$ cat src/rtl/segdisp_pkg.sv
// Shared definitions for the four-digit seven-segment scan controller:
// scan states, digit/segment widths and the hex-to-segment lookup table.
package segdisp_pkg;

  typedef enum logic [1:0] {
    OFF   = 2'd0,
    DRIVE = 2'd1,
    BLANK = 2'd2
  } scan_state_t;

  localparam int NUM_DIGITS = 4;
  localparam int IDX_W      = 2;
  localparam int DIGIT_W    = 5;
  localparam int SEG_W      = 8;

  localparam logic [SEG_W-1:0]      SEG_OFF = 8'hFF;
  localparam logic [NUM_DIGITS-1:0] AN_OFF  = 4'hF;

  // Active-low {dp,g,f,e,d,c,b,a} patterns for hex 0..F, decimal point off.
  // Entry [15] is written first, entry [0] last.
  localparam logic [15:0][SEG_W-1:0] SEG_TABLE = {
    8'h8E, 8'h86, 8'hA1, 8'hC6, 8'h83, 8'h88, 8'h90, 8'h80,
    8'hF8, 8'h82, 8'h92, 8'h99, 8'hB0, 8'hA4, 8'hF9, 8'hC0
  };

  // Active-low one-hot anode select for a digit index.
  function automatic logic [NUM_DIGITS-1:0] anode_sel(input logic [IDX_W-1:0] idx);
    return ~(NUM_DIGITS'(1) << idx);
  endfunction

endpackage

$ cat src/rtl/segdisp_scan_ctrl_if.sv
// Bus bundle between a host and the display scan controller: scan enable,
// digit write port, digit readback port and the registered display pins.
interface segdisp_scan_ctrl_if;
  import segdisp_pkg::*;

  logic                  en;
  logic                  wr_en;
  logic [IDX_W-1:0]      wr_addr;
  logic [DIGIT_W-1:0]    wr_data;
  logic [IDX_W-1:0]      rd_addr;
  logic [DIGIT_W-1:0]    rd_data;
  logic [SEG_W-1:0]      seg_n;
  logic [NUM_DIGITS-1:0] an_n;
  logic                  frame_done;

  modport master (
    output en, wr_en, wr_addr, wr_data, rd_addr,
    input  rd_data, seg_n, an_n, frame_done
  );

  modport slave (
    input  en, wr_en, wr_addr, wr_data, rd_addr,
    output rd_data, seg_n, an_n, frame_done
  );

endinterface

$ cat src/rtl/segdisp_hex_decoder.sv
// Purely combinational {dp,hex} to active-low segment pattern decoder.
module segdisp_hex_decoder
  import segdisp_pkg::*;
(
  input  logic [DIGIT_W-1:0] digit,
  output logic [SEG_W-1:0]   seg_n
);

  // Table lookup for the hex value; a set dp bit lights the decimal point.
  always_comb begin
    seg_n = SEG_TABLE[digit[3:0]];
    if (digit[DIGIT_W-1]) begin
      seg_n[SEG_W-1] = 1'b0;
    end
  end

endmodule

$ cat src/rtl/segdisp_scan_ctrl.sv
// Four-digit multiplexed seven-segment scan controller. The host writes a
// shadow bank at any time; the displayed (active) bank is refreshed from the
// shadow bank only at the frame boundary so a frame never shows a mix of old
// and new digits. Each digit is driven for DIGIT_CYC cycles, followed by
// BLANK_CYC cycles with every anode off to avoid ghosting.
module segdisp_scan_ctrl
  import segdisp_pkg::*;
#(
  parameter int DIGIT_CYC = 50000,
  parameter int BLANK_CYC = 8
) (
  input logic HCLK,
  input logic HRESET,
  segdisp_scan_ctrl_if.slave bus
);

  localparam int MAX_CYC = (DIGIT_CYC > BLANK_CYC) ? DIGIT_CYC : BLANK_CYC;
  localparam int CNT_W   = (MAX_CYC > 1) ? $clog2(MAX_CYC) : 1;

  localparam logic [CNT_W-1:0] DIGIT_LAST = CNT_W'(DIGIT_CYC - 1);
  localparam logic [CNT_W-1:0] BLANK_LAST = CNT_W'(BLANK_CYC - 1);
  localparam logic [IDX_W-1:0] LAST_IDX   = IDX_W'(NUM_DIGITS - 1);

  scan_state_t state, state_nxt;
  logic [IDX_W-1:0] idx, idx_nxt;
  logic [CNT_W-1:0] cnt, cnt_nxt;
  logic             frame_copy;

  logic [DIGIT_W-1:0] shadow [NUM_DIGITS];
  logic [DIGIT_W-1:0] active [NUM_DIGITS];

  logic                  drive_nxt;
  logic [DIGIT_W-1:0]    show_digit;
  logic [SEG_W-1:0]      show_seg_n;
  logic [SEG_W-1:0]      seg_n_q;
  logic [NUM_DIGITS-1:0] an_n_q;
  logic                  frame_done_q;

  // Scan state, digit index and dwell counter registers.
  always_ff @(posedge HCLK or posedge HRESET) begin
    if (HRESET) begin
      state <= OFF;
      idx   <= '0;
      cnt   <= '0;
    end else begin
      state <= state_nxt;
      idx   <= idx_nxt;
      cnt   <= cnt_nxt;
    end
  end

  // Next-state logic; dropping en always wins and parks the scan at digit 0.
  always_comb begin
    state_nxt  = state;
    idx_nxt    = idx;
    cnt_nxt    = cnt;
    frame_copy = 1'b0;
    if (!bus.en) begin
      state_nxt = OFF;
      idx_nxt   = '0;
      cnt_nxt   = '0;
    end else begin
      unique case (state)
        OFF: begin
          state_nxt = DRIVE;
          idx_nxt   = '0;
          cnt_nxt   = '0;
        end
        DRIVE: begin
          if (cnt == DIGIT_LAST) begin
            state_nxt = BLANK;
            cnt_nxt   = '0;
          end else begin
            cnt_nxt = cnt + 1'b1;
          end
        end
        BLANK: begin
          if (cnt == BLANK_LAST) begin
            state_nxt  = DRIVE;
            idx_nxt    = idx + 1'b1;
            cnt_nxt    = '0;
            frame_copy = (idx == LAST_IDX);
          end else begin
            cnt_nxt = cnt + 1'b1;
          end
        end
        default: begin
          state_nxt = OFF;
          idx_nxt   = '0;
          cnt_nxt   = '0;
        end
      endcase
    end
  end

  // The registered outputs reflect the state being entered, so the digit shown
  // on the copy edge must come from the shadow bank that is being copied.
  assign drive_nxt  = (state_nxt == DRIVE);
  assign show_digit = frame_copy ? shadow[idx_nxt] : active[idx_nxt];

  segdisp_hex_decoder u_decoder (
    .digit (show_digit),
    .seg_n (show_seg_n)
  );

  // Display pin and frame pulse registers, all dark while not driving.
  always_ff @(posedge HCLK or posedge HRESET) begin
    if (HRESET) begin
      an_n_q       <= AN_OFF;
      seg_n_q      <= SEG_OFF;
      frame_done_q <= 1'b0;
    end else begin
      an_n_q       <= drive_nxt ? anode_sel(idx_nxt) : AN_OFF;
      seg_n_q      <= drive_nxt ? show_seg_n : SEG_OFF;
      frame_done_q <= frame_copy;
    end
  end

  // Shadow bank takes host writes unconditionally, whatever the scan is doing.
  always_ff @(posedge HCLK or posedge HRESET) begin
    if (HRESET) begin
      for (int i = 0; i < NUM_DIGITS; i++) begin
        shadow[i] <= '0;
      end
    end else if (bus.wr_en) begin
      shadow[bus.wr_addr] <= bus.wr_data;
    end
  end

  // Active bank snapshots the pre-write shadow bank at the frame boundary.
  always_ff @(posedge HCLK or posedge HRESET) begin
    if (HRESET) begin
      for (int i = 0; i < NUM_DIGITS; i++) begin
        active[i] <= '0;
      end
    end else if (frame_copy) begin
      for (int i = 0; i < NUM_DIGITS; i++) begin
        active[i] <= shadow[i];
      end
    end
  end

  assign bus.rd_data    = shadow[bus.rd_addr];
  assign bus.an_n       = an_n_q;
  assign bus.seg_n      = seg_n_q;
  assign bus.frame_done = frame_done_q;

endmodule

$ cat src/flat_wrapper.sv
// flat-port wrapper written by rule: the top's interface ports become plain ports
module segdisp_scan_ctrl_flat import segdisp_pkg::*;
#(
  parameter int DIGIT_CYC = 50000,
  parameter int BLANK_CYC = 8
)
  (HCLK, HRESET, bus_en, bus_wr_en, bus_wr_addr, bus_wr_data, bus_rd_addr, bus_rd_data, bus_seg_n, bus_an_n, bus_frame_done);
  segdisp_scan_ctrl_if bus_i ();
  input logic HCLK;
  input logic HRESET;
  input wire logic [$bits(bus_i.en)-1:0] bus_en;
  input wire logic [$bits(bus_i.wr_en)-1:0] bus_wr_en;
  input wire logic [$bits(bus_i.wr_addr)-1:0] bus_wr_addr;
  input wire logic [$bits(bus_i.wr_data)-1:0] bus_wr_data;
  input wire logic [$bits(bus_i.rd_addr)-1:0] bus_rd_addr;
  output wire logic [$bits(bus_i.rd_data)-1:0] bus_rd_data;
  output wire logic [$bits(bus_i.seg_n)-1:0] bus_seg_n;
  output wire logic [$bits(bus_i.an_n)-1:0] bus_an_n;
  output wire logic [$bits(bus_i.frame_done)-1:0] bus_frame_done;
  assign bus_i.en = bus_en;
  assign bus_i.wr_en = bus_wr_en;
  assign bus_i.wr_addr = bus_wr_addr;
  assign bus_i.wr_data = bus_wr_data;
  assign bus_i.rd_addr = bus_rd_addr;
  assign bus_rd_data = bus_i.rd_data;
  assign bus_seg_n = bus_i.seg_n;
  assign bus_an_n = bus_i.an_n;
  assign bus_frame_done = bus_i.frame_done;
  segdisp_scan_ctrl #(.DIGIT_CYC(DIGIT_CYC), .BLANK_CYC(BLANK_CYC)) u_core (.HCLK(HCLK), .HRESET(HRESET), .bus(bus_i));
endmodule
$ cat config.mk
export PLATFORM = sky130hd
export DESIGN_NAME = segdisp_scan_ctrl_flat
export DESIGN_NICKNAME = d
export VERILOG_FILES = /design/src/rtl/segdisp_pkg.sv /design/src/rtl/segdisp_scan_ctrl_if.sv /design/src/rtl/segdisp_hex_decoder.sv /design/src/rtl/segdisp_scan_ctrl.sv /design/src/flat_wrapper.sv
export SDC_FILE = /design/constraint.sdc
export NUM_CORES = 1
export LEC_CHECK = 0
export BUFFER_PORTS_ARGS = -buffer_cell sky130_fd_sc_hd__buf_4
export CAP_MARGIN = 20
export CORE_MARGIN = 2
export CORE_UTILIZATION = 64
export DETAILED_ROUTE_END_ITERATION = 10
export PLACE_DENSITY = 0.94
export SYNTH_ARGS = -nofsm -noshare
export SYNTH_HDL_FRONTEND = slang
export SYNTH_SLANG_ARGS = --single-unit
$ cat constraint.sdc
create_clock -name HCLK -period 11 [get_ports HCLK]
set_input_delay 0.55 -clock HCLK [delete_from_list [all_inputs] [get_ports HCLK]]
set_output_delay 0.55 -clock HCLK [all_outputs]
set_load 0.01 [all_outputs]
Word-level counts from Yosys, hierarchy flattened
Memory sizes are Yosys's and may differ from the RTL's.
Cells that the tools add are included.
{"block": "totals", "word_cells": 66, "memories": 1, "register_bits": 73, "romBits": 128, "latchBits": 0, "mem_bits_rw": 0, "input_bits": 13}
{"block": "op_classes", "bitwise_logic": 4, "n_lt_le_gt_ge": 5, "eq_ne": 6, "shift": 1, "add_sub_neg": 2, "reduce_logical": 2, "div_mod_pow": 0, "muxes": 31, "mul": 0}
{"name": "(name not given)", "depth": 16, "word_bits": 8, "rd": 1, "rd_clocked_by_memory_dff": 0, "write_ports": 0, "line_no": "segdisp_hex_decoder.sv:11", "rtl": "seg_n = SEG_TABLE[digit[3:0]];"}
{"cell": "two-way mux 16 bit", "n": 3}
{"cell": "two-way mux 5 bit", "n": 8}
{"cell": "one-hot mux 16 bit (2 select lines)", "n": 1}
{"cell": "binary-select mux 5 bit (select 2 bit)", "n": 3}
{"cell": "bitwise mux 20 bit", "n": 1}
{"cell": "adder 16 x 1 -> 16 bit, second input constant", "n": 1}
{"cell": "== test 16 bit, second input constant", "n": 1}
{"cell": "== test 16 x 3 -> 1 bit, second input constant", "n": 1}
{"cell": "two-way mux 8 bit", "n": 2}
{"cell": "demux 5 bit (select 2 bit)", "n": 1}
{"cell": "two-way mux 2 bit", "n": 5}
{"cell": "greater-or-equal comparator 3 bit, second input constant", "n": 3}
{"cell": "NOT 2 -> 3 bit", "n": 3}
{"cell": "one-hot mux 2 bit (3 select lines)", "n": 1}
{"cell": "less-than comparator 4 x 5 -> 1 bit, second input constant", "n": 1}
{"cell": "== test 2 x 1 -> 1 bit, second input constant", "n": 2}
{"cell": "== test 2 bit, second input constant", "n": 2}
{"cell": "two-way mux 1 bit", "n": 4}
{"cell": "two-way mux 4 bit", "n": 1}
{"cell": "NOT 4 bit", "n": 1}
{"cell": "one-hot mux 2 bit (2 select lines)", "n": 1}
{"cell": "<< shifter 1 x 2 -> 4 bit, first input constant", "n": 1}
{"cell": "less-than comparator 3 x 1 -> 1 bit, second input constant", "n": 1}
{"cell": "adder 2 x 1 -> 2 bit, second input constant", "n": 1}
{"cell": "2 further kinds", "n": 2}

Logic depth before layout (Yosys ltp)
Gate-level depths: netlist of the first run.
{"block": "logic_depth", "ltp_word": 13, "ltp_mapped": 16}

By module
Synthesis of the first run repeated with hierarchy kept, for this count alone.
{"block": "hier_totals", "hier_cells": 327, "area_unflattened_um2": 3950.0}
{"mod": "segdisp_scan_ctrl", "area_each_um2": 3671.0, "instances": 1, "seq_area_each_um2": 1841.8, "cells_each": 294}
{"mod": "segdisp_hex_decoder", "area_each_um2": 279.0, "instances": 1, "seq_area_each_um2": 0.0, "cells_each": 33}

Worst setup path before layout of the first run
No wires, ideal clock.
{"block": "synth_path", "path_kind": "reg-to-reg", "from": "register u_core.cnt[11]", "to": "register u_core.seg_n_q[0], in the netlist u_core.bus.seg_n[0]", "setup_time_ps": 82, "path_stages_with_launch": 14, "path_slack_ps": 7251, "arrival_ps": 3667, "required_ps": 10918, "path_cell_list": "dfrtp_1 nor4_4 nand4_2 or3_1 buf_6 clkbuf_1 nand2_1 nand2_1 and2_0 nor4_1 inv_1 ha_1 or3b_1 a211o_1"}
{"block": "synth_via", "elab_chain_len": 12, "word_cells_on_any_way": 24}
{"item": "start, declared", "line_no": "segdisp_scan_ctrl.sv:26", "rtl": "logic [CNT_W-1:0] cnt, cnt_nxt;"}
{"item": "start signal, assigned", "line_no": "segdisp_scan_ctrl.sv:48", "rtl": "cnt <= cnt_nxt;"}
{"item": "== test 16 x 3 -> 1 bit", "line_no": "segdisp_scan_ctrl.sv:78", "rtl": "if (cnt == BLANK_LAST) begin"}
{"item": "two-way mux 2 bit", "line_no": "segdisp_scan_ctrl.sv:78"}
{"item": "one-hot mux 2 bit (2 select lines)", "line_no": "segdisp_scan_ctrl.sv:63", "rtl": "unique case (state)"}
{"item": "two-way mux 2 bit", "line_no": "segdisp_scan_ctrl.sv:58", "rtl": "if (!bus.en) begin"}
{"item": "NOT 2 -> 3 bit (not written as such)", "line_no": "segdisp_scan_ctrl.sv:99", "rtl": "assign show_digit = frame_copy ? shadow[idx_nxt] : active[idx_nxt];"}
{"item": "binary-select mux 5 bit (select 2 bit)", "line_no": "segdisp_scan_ctrl.sv:99"}
{"item": "two-way mux 5 bit (not written as such) (2 in a row)", "line_no": "segdisp_scan_ctrl.sv:99"}
{"item": "two-way mux 5 bit", "line_no": "segdisp_scan_ctrl.sv:99"}
{"item": "memory read (16 x 8 bit)"}
{"item": "two-way mux 8 bit (not written as such)", "line_no": "segdisp_hex_decoder.sv:11"}
{"item": "two-way mux 8 bit (*)", "line_no": "segdisp_scan_ctrl.sv:114", "rtl": "seg_n_q <= drive_nxt ? show_seg_n : SEG_OFF;"}
{"item": "end signal, assigned", "line_no": "segdisp_scan_ctrl.sv:114"}
{"item": "end, declared", "line_no": "segdisp_scan_ctrl.sv:35", "rtl": "logic [SEG_W-1:0] seg_n_q;"}
Every way passes the cells marked *; elsewhere a longest branch is shown, timed or not. The select of a mux whose other input is x is not followed.
A chain may end at the register's enable or synchronous reset.

Final worst setup path of the first run
Ends and elaborated chain as after synthesis.

==> out/metrics.csv, run 1 <==
stage,metric,value,unit
run_status,status,"finished, final reports clean",
drt,DRC viols,0,
synth,Yosys cell types,57,
synth,post-synthesis sequential area ratio,0.492,
synth,Ys Warns,0,
die,DIE AREA,6480,sq um
pwr,Total Power,578,uW
timing,RSZ-0062 raised after global routing,no,
timing,Sum Neg Setup Slack,0,ns
critical_path,WS Path Type,reg2reg,
global_route,"Remaining Overflow, GRT",0,
synth,"count leader, synth",dfrtp_1,
timing,fmax,228,MHz
global_route,vias in the first global route,2737,
synth,synthesized area,3750,sq um
synth,Main synth FF type,dfrtp_1,
finish,n_diodes,0,
clock_network,"Clk pin slew, worst setup/hold paths",0.08,ns
critical_path,WP data arrival,4.66,ns
critical_path,crit path max fanout,24,
drt,wire per inst,17.9,microns
clock_network,clock sinks,73,
placed_design,Final HPWL DP,5780,microns
die,Core Rows,27,
clock_network,CTS Buf Count,9,
global_route,largest net degree at the start of global routing,45,
clock_network,CTS Hold Bufs,0,
finish,nets@finish,406,
timing,Slew Limit Fails,0,
global_route,first-pass GRT wire length,13700,microns
clock_network,Root Driver,clkbuf_8,
placed_design,PortBufs,30,
timing,worst hold margin,0.269,ns
timing,final hold violation count,0,
finish,layout cell share with drive strength beyond 1,0.249,
die,Die Y,80.5,microns
pwr,Peak VDD IR,122,uV
synth,synth cell count leaders,"dfrtp_1 (61), nand2_1 (58), nor2_1 (26), mux2_2 (24), inv_1 (19)",
hold_path,Hold WC Path Type,in2async,
drt,final WL,8190,microns
pwr,power density over cell area,137,nW/um^2
clock_network,Max Root-Sink Buffers,2,
placed_design,gpl congestion,0.940,
die,width of the chip,80.5,microns
die,Top Ports,31,
synth,post-synthesis async set-or-reset flop share,1.00,
drt,Initial DRC Count,350,
synth,Mapped Cells,347,
timing,period utilization,0.398,
critical_path,CP startpoint kind,flop,
timing,min Tclk post-route,4.38,ns
die,Initial Util,0.672,
finish,FF/Latch Area,1840,sq um
drt,drt via density,6.18,
finish,Area Overhead vs Synth,12.5,%
finish,Multi-input gate area,1780,sq um
finish,Filler cells,374,
synth,"FF+latch count, synth",73,
drt,DRT Pass-1 Iters,4,
clock_network,postcts setup bufs,0,
critical_path,worst r2r dst,u_core.bus.seg_n[0]$_DFF_PP1_,
timing,Final Skew,0.00712,ns
critical_path,R2R Path Start,u_core.cnt[11]$_DFF_PP0_,
global_route,Total GRT Usage,0.285,
timing,setup violators final,0,
run,max cap viols,0,
clock_network,clk_lat worst skew,0.35,ns
pwr,leakage,1.93,nW
critical_path,"Req. time, crit path",11.28,ns
synth,Synth Net Count,373,
drt,number of routed nets with antenna violations,0,
synth,Synth top area share,0.407,
synth,"area leader, netlist",dfrtp_1,
synth,synth top area cells,"dfrtp_1 (41%), dfstp_2 (8.4%), mux2_2 (7.2%)",
synth,count of flip-flops with a built-in enable after synthesis,0,
die,Core Area,5570,sq um
clock_network,post-CTS sizing,0,
critical_path,FF-to-FF setup slack,6.62,ns
critical_path,r2r worst-path depth,11,
timing,Rel. slew slack,0.269,
timing,Worst Tran Pin Value,1.09,ns
clock_network,CTS tree,yes,
critical_path,CP Capture Type,flop,
synth,Post-Syn Area per Cell,10.8,sq um
clock_network,CTS H-tree depth,3,
drt,via count,2823,
global_route,antenna violations before repair,0,
-- placed cells by master, fill, tap and decap left out, drive strengths merged, types with 3 or more instances in the layout --
master / synthesis / layout
dfrtp: 61 / 61
nand2: 58 / 58
buf: 3 / 32
nor2: 26 / 26
mux2: 25 / 25
inv: 19 / 19
ha: 13 / 13
clkbuf: 7 / 13
dfstp: 12 / 12
nand3: 10 / 10
xor2: 8 / 8
o21ai: 8 / 8
mux2i: 6 / 6
nor2b: 6 / 6
xnor2: 6 / 6
or3: 5 / 5
o22ai: 5 / 5
and3: 5 / 5
mux4: 5 / 5
and2: 5 / 5
o221ai: 4 / 4
a21oi: 4 / 4
o311ai: 4 / 4
nor3: 4 / 4
a221o: 3 / 3
nand3b: 3 / 3
nor4: 3 / 3
nand4: 3 / 3
-- stage by stage --
stage | setup slack (ns) | instance area (sq um) | utilization | instances
after floorplan | 7.25 | 3750 | - | 347
after global placement | 6.92 | 4020 | 0.722 | 441
after detailed placement | 6.66 | 4020 | 0.722 | 441
after CTS | 6.65 | 4210 | 0.756 | 457
after global routing | 6.27 | 4210 | 0.756 | 457
final | 6.62 | 4210 | 0.756 | 457
-- power by group --
group / leakage (nW) / internal (mW) / switching (mW) / total (mW)
clock: 0.0974 / 0.111 / 0.0972 / 0.208
sequential: 0.935 / 0.289 / 0.0154 / 0.305
combinational: 0.893 / 0.0348 / 0.0307 / 0.0656
-- flip-flops by register name, summed over array words and instances, names as in the netlist --
register	count
u_core.active	20
u_core.bus.an_n	4
u_core.bus.frame_done	1
u_core.bus.seg_n	8
u_core.cnt	16
u_core.idx	2
u_core.shadow	20
u_core.state	2
-- how the worst max path moves through the flow --
stage | start | end | slack [ns] | cells after the start
finish | u_core.cnt[11]$_DFF_PP0_ | u_core.bus.seg_n[0]$_DFF_PP1_ | 6.62 | 11
global route | u_core.cnt[6]$_DFF_PP0_ | u_core.bus.seg_n[0]$_DFF_PP1_ | 6.27 | 11
CTS | u_core.cnt[11]$_DFF_PP0_ | u_core.bus.seg_n[0]$_DFF_PP1_ | 6.65 | 11
detailed placement | u_core.cnt[11]$_DFF_PP0_ | u_core.bus.seg_n[0]$_DFF_PP1_ | 6.66 | 11
global placement | u_core.cnt[10]$_DFF_PP0_ | u_core.bus.seg_n[0]$_DFF_PP1_ | 6.92 | 11
floorplan | u_core.cnt[11]$_DFF_PP0_ | u_core.bus.seg_n[0]$_DFF_PP1_ | 7.25 | 13
-- logic make-up after synthesis --
logic type,share of synthesized area
xor+xnor,0.0327
compound gates,0.0872
simple gates,0.190
flops,0.492
fa+ha+maj,0.0434
buf+inv,0.0331
mux,0.122
-- final cells by class --
cell class,count,area share
sequential,73,0.437
multi-input combinational,245,0.423
timing repair buffer,32,0.0570
clock buffer,13,0.0353
tap,72,0.0214
inverter,19,0.0169
clock inverter,3,0.00950
-- critical path: stages (launching register included) --
cell	delay (ns)
dfrtp_1	0.45
nor4_4	0.44
nand4_2	0.19
or3_1	0.70
nand2_1	0.18
nand2_1	0.07
and2_0	0.15
nor4_1	0.88
inv_1	0.27
ha_1	0.29
or3b_1	0.37
a211o_1	0.30
-- routing by layer --
layer | track usage | up-vias | part of all wire
met5 | 0 | - | 0
met4 | 0.110 | 0 | 0.022
met3 | 0.0596 | 21 | 0.056
li1 | - | 1296 | -
met1 | 0.379 | 1395 | 0.43
met2 | 0.462 | 111 | 0.49
Note: power is estimated with default switching activity, not from simulation.
==> run 2: changes to the inputs <==
--- a/config.mk
+++ b/config.mk
@@ -5,12 +5,13 @@
 export SDC_FILE = /design/constraint.sdc
 export NUM_CORES = 1
 export LEC_CHECK = 0
+export ABC_AREA = 1
 export BUFFER_PORTS_ARGS = -buffer_cell sky130_fd_sc_hd__buf_4
 export CAP_MARGIN = 20
 export CORE_MARGIN = 2
-export CORE_UTILIZATION = 64
+export CORE_UTILIZATION = 54
 export DETAILED_ROUTE_END_ITERATION = 10
-export PLACE_DENSITY = 0.94
+export PLACE_DENSITY = 0.85
 export SYNTH_ARGS = -nofsm -noshare
 export SYNTH_HDL_FRONTEND = slang
 export SYNTH_SLANG_ARGS = --single-unit
==> constraint.sdc (replaced) <==
create_clock -name HCLK -period 3.6 [get_ports HCLK]
set_input_delay 0.18 -clock HCLK [delete_from_list [all_inputs] [get_ports HCLK]]
set_output_delay 0.18 -clock HCLK [all_outputs]
set_load 0.01 [all_outputs]
==> run 2 against run 1 <==
- largest power group unchanged
- highest routed layer unchanged
- hold slack worse by 0.23 ns
- sequential power grew to 3.0 times the previous value
- worst setup slack got worse by 6.0 ns
- die area is 24% higher
- critical endpoint is now u_core.bus.seg_n[5]$_DFF_PP1_
==> out/metrics.csv, run 2 <==
stage,metric,value,unit,change
die,width of the chip,89.8,microns,+11%
synth,Post-Syn Area per Cell,7.91,sq um,-27%
drt,Initial DRC Count,264,,-25%
drt,wire per inst,13.3,microns,-26%
clock_network,postcts setup bufs,0,,unchanged
critical_path,"Buf+Inv Stages, Crit Path",3,,+2
placed_design,gpl congestion,0.950,,+1.1%
global_route,largest net degree at the start of global routing,48,,+6.7%
timing,RSZ-0062 raised after global routing,no,,
clock_network,"Clk pin slew, worst setup/hold paths",0.08,ns,about the same
synth,Synth top area share,0.384,,-0.0231
drt,M1 WL,3770,microns,+7.3%
synth,Main synth FF type,dfrtp_1,,
finish,layout cell share with drive strength beyond 1,0.159,,-0.0907
placed_design,number of instances in the placed design,625,,+42%
clock_network,clk_lat worst skew,0.36,ns,about the same
finish,Filler cells,622,,+66%
critical_path,worst r2r dst,u_core.bus.seg_n[5]$_DFF_PP1_,,
critical_path,CP Capture Type,flop,,
global_route,first-pass GRT wire length,14800,microns,+7.9%
timing,fin worst setup slack,0.647,ns,-5.97 ns
drt,via count,3395,,+20%
critical_path,r2r worst-path depth,21,,+10
critical_path,Critical Path Max Stage Delay,0.38,ns,-0.50 ns
global_route,antenna violations before repair,0,,unchanged
clock_network,CTS tree,yes,,
timing,Rel. slew slack,0.363,,+0.0938
synth,post-synthesis sequential area ratio,0.464,,-0.0279
die,DIE AREA,8060,sq um,+24%
timing,Worst Tran Pin Value,0.954,ns,-0.132 ns
critical_path,Critical Path Stages,21,,+10
clock_network,CTS Hold Bufs,0,,unchanged
synth,synth top area cells,"dfrtp_1 (38%), nand2_1 (11%), dfstp_2 (7.9%)",,
timing,setup violators final,0,,unchanged
drt,final WL,8520,microns,+4.0%
die,Top Ports,31,,unchanged
drt,drt via density,5.30,,-14%
global_route,Total GRT Usage,0.226,,-0.0591
synth,synth cell count leaders,"nand2_1 (120), inv_1 (74), dfrtp_1 (61), nor2_1 (50), nand3_1 (46)",,
timing,final hold violation count,0,,unchanged
hold_path,Hold WC Path Type,in2async,,
run_status,status,"finished, final reports clean",,
critical_path,"CP delay by family, top",simple AND/OR/NAND/NOR gates,,
drt,DRT Pass-1 Iters,5,,+1
synth,"count leader, synth",nand2_1,,
global_route,"Remaining Overflow, GRT",0,,unchanged
finish,n_diodes,0,,unchanged
drt,met2 WL,4090,microns,+1.5%
synth,count of flip-flops with a built-in enable after synthesis,0,,unchanged
finish,Area Overhead vs Synth,14.1,%,
critical_path,CP startpoint kind,flop,,
drt,DR WL met3,499,microns,+8.2%
critical_path,Slowest cell on crit path,dfrtp_1,,
finish,nets@finish,563,,+39%
placed_design,Setup WS pre-CTS,0.723,ns,-5.94 ns
clock_network,Max Root-Sink Buffers,2,,unchanged
critical_path,CP Launch Point,u_core.cnt[0]$_DFF_PP0_,,
die,Core Rows,31,,+15%
synth,Mapped Cells,502,,+45%
die,Initial Util,0.553,,-0.119
critical_path,cell mode on critical path,nand2_1,,
synth,post-synthesis async set-or-reset flop share,1.00,,unchanged
critical_path,WP data arrival,3.23,ns,-1.43 ns
critical_path,crit path max fanout,12,,-50%
synth,synthesized area,3970,sq um,+6.0%
die,Core Area,7180,sq um,+29%
synth,Yosys cell types,36,,-37%
pwr,Peak VDD IR,295,uV,+140%
finish,biggest regs,"u_core.active: 20 flops, u_core.shadow: 20 flops, u_core.cnt: 16 flops",,
timing,min Tclk post-route,2.95,ns,-1.43 ns
synth,Ys Warns,0,,unchanged
clock_network,clock sinks,73,,unchanged
synth,Synth Net Count,528,,+42%
timing,worst hold margin,0.0416,ns,-0.228 ns
pwr,Total Power,1.83,mW,+220%
synth,"area leader, netlist",dfrtp_1,,
global_route,vias in the first global route,3343,,+22%
synth,"FF+latch count, synth",73,,unchanged
clock_network,CTS H-tree depth,3,,unchanged
placed_design,Final HPWL DP,6060,microns,+4.9%
critical_path,R2R Path Start,u_core.cnt[0]$_DFF_PP0_,,
drt,number of routed nets with antenna violations,0,,unchanged
clock_network,Root Driver,clkbuf_8,,
critical_path,"Req. time, crit path",3.88,ns,-7.40 ns
drt,DRC viols,0,,unchanged
placed_design,PortBufs,30,,unchanged
timing,Sum Neg Setup Slack,0,ns,unchanged
pwr,power density over cell area,404,nW/um^2,+190%
drt,Highest Signal Layer,met4,,
pwr,leakage,2.40,nW,+24%
finish,Layout Cells excl Fill,641,,+40%
timing,Final Skew,0.0146,ns,+0.00753 ns
finish,"commonest non-fill, non-tap cell in the layout",nand2_1,,
critical_path,crit path cell chain,ha_1 -> nand2_1 -> inv_1 -> nand2_2 -> nor2_2 -> nand2_1 -> nand2_2 -> nand2_1 -> nand2_1 -> nand2_1 -> nand2_1 -> inv_1 -> nand2_1 -> nand3_1 -> nand2_1 -> inv_1 -> ha_1 -> nand3_1 -> nand2_1 -> nand2_1 -> nand3_1,,
clock_network,post-CTS sizing,0,,unchanged
clock_network,CTS Buf Count,9,,unchanged
die,Die Y,89.8,microns,+11%
critical_path,WS Path Type,reg2reg,,
timing,Slew Limit Fails,0,,unchanged
run,max cap viols,0,,unchanged
critical_path,FF-to-FF setup slack,0.65,ns,-5.97 ns
timing,period utilization,0.820,,+0.422
critical_path,crit path to,u_core.bus.seg_n[5]$_DFF_PP1_,,
finish,"commonest cells after routing, fill and taps aside","nand2_1 (120), inv_1 (73), dfrtp_1 (61)",,
timing,fmax,339,MHz,+48%
==> run 2: cell count changes after synthesis, moves of 6 or more <==
cell	previous run	this run
nand2_1	58	120
inv_1	19	74
o21ai_0	7	45
nand3_1	10	46
mux2_2	24	0
nor2_1	26	50
a21oi_1	4	10
nor2b_1	6	0
==> run 2: through the flow <==
stage / cell area, sq um / utilization
after global placement: 4290 / 0.598
after detailed placement: 4290 / 0.598
after global routing: 4530 / 0.631
after floorplan: 3970 / -
final: 4530 / 0.631
after CTS: 4530 / 0.631
==> run 2: worst min-delay path by stage <==
stage / startpoint / to / slack [ns] / depth (start not counted)
4_1_cts: HRESET / u_core.shadow[12]$_DFFE_PP0P_ / 0.08 / 2
3_3_place_gp: u_core.cnt[0]$_DFF_PP0_ / u_core.cnt[0]$_DFF_PP0_ / 0.44 / 1
2_1_floorplan: bus_en / u_core.state[1]$_DFF_PP0_ / 0.33 / 2
5_1_grt: HRESET / u_core.shadow[7]$_DFFE_PP0P_ / 0.12 / 2
3_5_place_dp: u_core.cnt[0]$_DFF_PP0_ / u_core.cnt[0]$_DFF_PP0_ / 0.46 / 1
6_report: HRESET / u_core.shadow[7]$_DFFE_PP0P_ / 0.04 / 2
==> run 2: worst register-to-register path: cells and delay by family, from the launching register on <==
family                     cells  cell delay, ns
adders and majority gates      2            0.42
buffers and inverters          3            0.42
DFF                            1            0.38
and+or+nand+nor               16            1.68
==> run 2: cells by family (layout without fill, tap and decap cells) <==
kind of cell    after synthesis  after routing  share of synthesized area
flops                        73             73                      0.464
xor+xnor                      5              5                     0.0110
mux                           7              7                     0.0176
simple gates                252            252                      0.290
buf+inv                      85            125                     0.0851
compound gates               67             67                     0.0917
fa+ha+maj                    13             13                     0.0410
==> run 2: report_power, final <==
| group | switching (mW) | internal (mW) |
|---|---|---|
| clock network | 0.307 | 0.447 |
| logic | 0.0961 | 0.0668 |
| registers | 0.0457 | 0.869 |
==> run 2: layout make-up <==
type	instances	area (sq um)	share of cell area
Sequential cell	73	1840	0.407
Multi-Input combinational cell	344	1790	0.396
Clock inverter	4	73.8	0.0163
Clock buffer	12	165	0.0365
Inverter	76	285	0.0630
Timing Repair Buffer	33	248	0.0547
Tap cell	99	124	0.0273
==> run 2: metal layers <==
layer  global-route usage  vias up
met5                    0        -
met4               0.0782        0
met3               0.0578       15
met2                0.381      108
met1                0.285     1614
li1                     -     1658
